$ cat src/rtl/sign_ctrl_mc.sv
// Multi-channel sign-block reset sequencer: each channel releases its sign block
// from reset for a programmable number of sign_en strobes, then locks until re-armed.
module sign_ctrl_mc #(
    parameter int N_CH       = 4,
    parameter int CNT_W      = 8,
    parameter bit AUTO_REARM = 1'b0
) (
    input  logic             clk,
    input  logic             rst,
    input  logic [N_CH-1:0]  sign_en,
    input  logic [N_CH-1:0]  rearm,
    input  logic [CNT_W-1:0] win_len,
    output logic [N_CH-1:0]  sign_reset,
    output logic [N_CH-1:0]  sign_done,
    output logic             any_active
);

    typedef enum logic [1:0] {
        IDLE   = 2'd0,
        ACTIVE = 2'd1,
        DONE   = 2'd2
    } state_t;

    // Per-channel status bundle; kept as one struct so checkers can bind to it.
    typedef struct packed {
        state_t           state;
        logic [CNT_W-1:0] cnt;
        logic             rst_out;
        logic             done_out;
    } chan_t;

    chan_t chan_q [N_CH];
    chan_t chan_d [N_CH];

    logic [CNT_W-1:0] win_eff;
    logic [N_CH-1:0]  active_vec;

    // A zero window length behaves as a single-strobe window.
    assign win_eff = (win_len == '0) ? CNT_W'(1) : win_len;

    always_ff @(posedge clk) begin
        for (int i = 0; i < N_CH; i++) begin
            if (rst) begin
                chan_q[i].state    <= IDLE;
                chan_q[i].cnt      <= '0;
                chan_q[i].rst_out  <= 1'b1;
                chan_q[i].done_out <= 1'b0;
            end else begin
                chan_q[i] <= chan_d[i];
            end
        end
    end

    always_comb begin
        for (int i = 0; i < N_CH; i++) begin
            chan_d[i] = chan_q[i];
            case (chan_q[i].state)
                IDLE: begin
                    if (sign_en[i]) begin
                        chan_d[i].state = ACTIVE;
                        chan_d[i].cnt   = win_eff;
                    end
                end
                ACTIVE: begin
                    // rearm aborts the window and wins over a coincident strobe.
                    if (rearm[i]) begin
                        chan_d[i].state = IDLE;
                    end else if (sign_en[i]) begin
                        if (chan_q[i].cnt > CNT_W'(1)) begin
                            chan_d[i].cnt = chan_q[i].cnt - CNT_W'(1);
                        end else begin
                            chan_d[i].state = DONE;
                        end
                    end
                end
                DONE: begin
                    if (AUTO_REARM || rearm[i]) begin
                        chan_d[i].state = IDLE;
                    end
                end
                default: begin
                    chan_d[i].state = IDLE;
                end
            endcase
            // Outputs are registered copies decoded from the next state.
            chan_d[i].rst_out  = (chan_d[i].state != ACTIVE);
            chan_d[i].done_out = (chan_d[i].state == DONE);
        end
    end

    always_comb begin
        active_vec = '0;
        sign_reset = '0;
        sign_done  = '0;
        for (int i = 0; i < N_CH; i++) begin
            active_vec[i] = (chan_q[i].state == ACTIVE);
            sign_reset[i] = chan_q[i].rst_out;
            sign_done[i]  = chan_q[i].done_out;
        end
    end

    assign any_active = |active_vec;

endmodule

$ cat config.mk
export PLATFORM = sky130hd
export DESIGN_NAME = sign_ctrl_mc
export DESIGN_NICKNAME = d
export VERILOG_FILES = /design/src/rtl/sign_ctrl_mc.sv
export SDC_FILE = /design/constraint.sdc
export NUM_CORES = 1
export LEC_CHECK = 0
export CORE_AREA = 3 3 81 83
export DETAILED_ROUTE_END_ITERATION = 10
export DIE_AREA = 0 0 84 86
export PLACE_DENSITY = 0.87
export RECOVER_POWER = 25
export SYNTH_ARGS = -nofsm -noshare
export SYNTH_HDL_FRONTEND = slang
export SYNTH_SLANG_ARGS = --single-unit
$ cat constraint.sdc
create_clock -name clk -period 2.1 [get_ports clk]
set_input_delay 0.21 -clock clk [delete_from_list [all_inputs] [get_ports clk]]
set_output_delay 0.21 -clock clk [all_outputs]
set_load 0.05 [all_outputs]
==> results.sh <==
export IMPL_yosysSeqAreaShare_pct=31.4
export IMPL_synth_seq_cells=48
export IMPL_layout_drive_gt1_share_pct=14.4
export IMPL_final_antenna_net_count=0
export IMPL_h_tree_depth=2
export IMPL_synth_largest_area_cell="dfxtp_1"
export IMPL_drc=0
export IMPL_synth_async_reset_ratio_pct=0
export IMPL_finClkSkew_ns=0.00998
export IMPL_worst_pin_slew_ns=0.651
export IMPL_area_growth_pct=18.2
export IMPL_synth_top_area_share_pct=31.4
export IMPL_synth_cells=370
export IMPL_fin_nets=437
export IMPL_rr_worst_depth=6
export IMPL_post_route_min_period_ns=2.01
export IMPL_routed_wl_um=8480
export IMPL_place_area_sq_um=3520
export IMPL_crit_fanout=6
export IMPL_slew_headroom_pct=56.3
export IMPL_drv_slew=0
export IMPL_crit_start="chan_q[3][2]$_SDFFE_PP0P_"
export IMPL_fill_cells=500
export IMPL_synth_nets=396
export IMPL_grt_first_pass_wirelength_um=14000
export IMPL_cts_sinks=48
export IMPL_biggestRegsByFlops="chan_q (48)"
export IMPL_peakVddDrop_uv=296
export IMPL_die_x_um=84
export IMPL_hp_class="register to register"
export IMPL_status="finished, final reports clean"
export IMPL_p_clk_share_pct=22.4
export IMPL_post_dp_hpwl_um=6030
export IMPL_drt_pre_antenna_iters=5
export IMPL_maxCapViolations=0
export IMPL_power_internal_uw=1570
export IMPL_cts_made_buffers=5
export IMPL_ctsHoldBuffers=0
export IMPL_clock_fmax_ghz=0.497
export IMPL_clock_latency_ns=0.30
export IMPL_grt_max_degree=21
export IMPL_rsz0062_at_grt="no"
export IMPL_antenna_found_initial=0
export IMPL_finalSetupViolCount=0
export IMPL_grt_overflow=0
export IMPL_swShare_pct=35.9
export IMPL_p_per_area_nw_per_um2=677
export IMPL_pwr_share_seq_pct=43.9
export IMPL_cp_start_kind="register"
export IMPL_synth_edf_count=0
export IMPL_diodes=0
export IMPL_multi_input_area_sq_um=1910
export IMPL_hold_violations=0
export IMPL_timing_final_ws_setup_ns=0.0862
export IMPL_r2r_start="chan_q[3][2]$_SDFFE_PP0P_"
export IMPL_area_sequential_sq_um=963
export IMPL_synth_distinct_cells=69
export IMPL_timing_rr_end="chan_q[3][2]$_SDFFE_PP0P_"
export IMPL_gp_congestion=0.907
export IMPL_cts_root_buf="clkbuf_8"
export IMPL_largest_register_ffs=48
export IMPL_clkTransAtPathRegs_ns=0.09
export IMPL_first_iter_violations=271
export IMPL_p_comb_share_pct=33.8
export IMPL_clockBufferDepth=2
export IMPL_first_global_vias=2986
export IMPL_cts_tree="built"
export IMPL_num_io_pins=27
export IMPL_critPathArrivalTime_ns=2.24
export IMPL_cp_data_required_time_ns=2.32
export IMPL_vias=3203
export IMPL_dp_slack_ns=-0.00234
export IMPL_critPathKind="register to register"
export IMPL_die_area_sq_um=7220
export IMPL_coreArea_sq_um=5920
export IMPL_switchingPower_uw=877
export IMPL_synth_area_sq_um=3060
export IMPL_total_power_uw=2450
export IMPL_r2r_slack_ns=0.09
export IMPL_synthFlopType="dfxtp_1"
export IMPL_critPathCapture="chan_q[3][2]$_SDFFE_PP0P_"
export IMPL_port_buffers=26
export IMPL_viasPerCell=6.59
export IMPL_syn_avg_cell_area_sq_um=8.26
export IMPL_die_y_um=86
export IMPL_grtUsageTotal_pct=23.3
export IMPL_routedWlPerCell_um=17.4
export IMPL_yosysWarnings=0
export IMPL_synth_area_leaders="dfxtp_1 (31%), o21ai_0 (3.8%), nor3_1 (3.4%), o211ai_1 (3.4%), ha_1 (3.3%)"
export IMPL_leakage_uw=0.00133
export IMPL_end_kind="register"
export IMPL_row_count=28
export IMPL_finalCritPeriodShare_pct=95.9
export IMPL_initial_utilization_pct=51.6
export IMPL_final_area_sq_um=3610
export IMPL_top_register="chan_q"
metrics by stage:
step / hold slack, ns / util (%) / std cells / TNS (ns)
detailed placement: 0.478 / 59.5 / 478 / -0.00234
CTS: 0.493 / 60.8 / 485 / 0
floorplan: 0.288 / - / 370 / 0
finish: 0.489 / 61.0 / 486 / 0
global route: 0.516 / 61.0 / 486 / 0
global placement: 0.470 / 59.5 / 478 / 0
repair_timing:
action	4_1_cts	5_1_grt
gates cloned	0	0
resized for setup	1	6
endpoints found under the setup margin	2	6
buffers inserted	0	1
pin swaps	0	1
cell usage after synthesis, drive strengths merged, types with 5 or more instances:
| master | instances |
|---|---|
| dfxtp | 48 |
| o21ai | 25 |
| nor2 | 24 |
| nor3 | 22 |
| a21oi | 17 |
| inv | 17 |
| nand2b | 14 |
| o211ai | 14 |
| nand2 | 13 |
| nor2b | 13 |
| buf | 12 |
| clkbuf | 12 |
| a211oi | 11 |
| nand3 | 9 |
| ha | 8 |
| a211o | 7 |
| a31oi | 7 |
| nand4 | 7 |
| nor4 | 5 |
power groups by stage:
| stage | Sequential [uW] | Clock, uW | Combinational (uW) |
|---|---|---|---|
| 2_1_floorplan | 1060 | 0 | 563 |
| 3_3_place_gp | 1080 | 0 | 779 |
| 3_5_place_dp | 1090 | 0 | 806 |
| 4_1_cts | 1070 | 550 | 814 |
| 5_1_grt | 1080 | 581 | 897 |
| 6_report | 1070 | 547 | 826 |
worst min path at each step:
stage	from	endpoint	slack, ns	cells after the start
floorplan	rearm[0]	chan_q[0][0]$_SDFF_PP0_	0.29	1
global placement	chan_q[2][9]$_SDFFE_PP0P_	chan_q[2][9]$_SDFFE_PP0P_	0.47	2
detailed placement	chan_q[2][9]$_SDFFE_PP0P_	chan_q[2][9]$_SDFFE_PP0P_	0.48	2
CTS	chan_q[2][9]$_SDFFE_PP0P_	chan_q[2][9]$_SDFFE_PP0P_	0.49	2
global route	chan_q[3][3]$_SDFFE_PP0P_	chan_q[3][3]$_SDFFE_PP0P_	0.52	2
finish	chan_q[2][9]$_SDFFE_PP0P_	chan_q[2][9]$_SDFFE_PP0P_	0.49	2
critical path, cell delays in order, from the launching register on:
cell	delay, ns
dfxtp_2	0.38
inv_1	0.06
ha_1	0.25
or2_1	0.25
a311o_2	0.43
a2111o_1	0.39
a31oi_1	0.17
layout by cell type, fill, tap and decap left out, types with 13 or more instances in the layout:
cell type	n
nor3_1	21
nor2b_1	13
nor2_1	24
o21ai_0	23
clkdlybuf4s50_1	20
dfxtp_1	46
buf_4	29
nand2b_1	14
a21oi_1	17
inv_1	16
o211ai_1	14
nand2_1	13
cells by family after synthesis:
family / share of synthesized area (%)
and+or+nand+nor: 25.1
AOI/OAI and AO/OA: 31.1
DFF: 31.4
buffers and inverters: 6.47
adders and majority gates: 3.28
muxes: 1.76
xor gates and xnor gates: 0.860
per-layer routing:
layer / vias up / GRT usage, % / wire length (um)
met5: - / 0 / 0
met4: 0 / 8.04 / 271
met3: 41 / 3.55 / 616
met2: 167 / 40.7 / 4130
met1: 1499 / 29.4 / 3460
li1: 1496 / - / -
layout make-up:
class	instances	share of cell area [%]
multi-input cells	280	52.9
repair buffers	58	13.8
clock buffers	6	2.01
well taps	75	2.60
inverters	18	1.87
flip-flops and latches	48	26.7
clock inverters	1	0.139
Power figures use the tool's default switching activity.
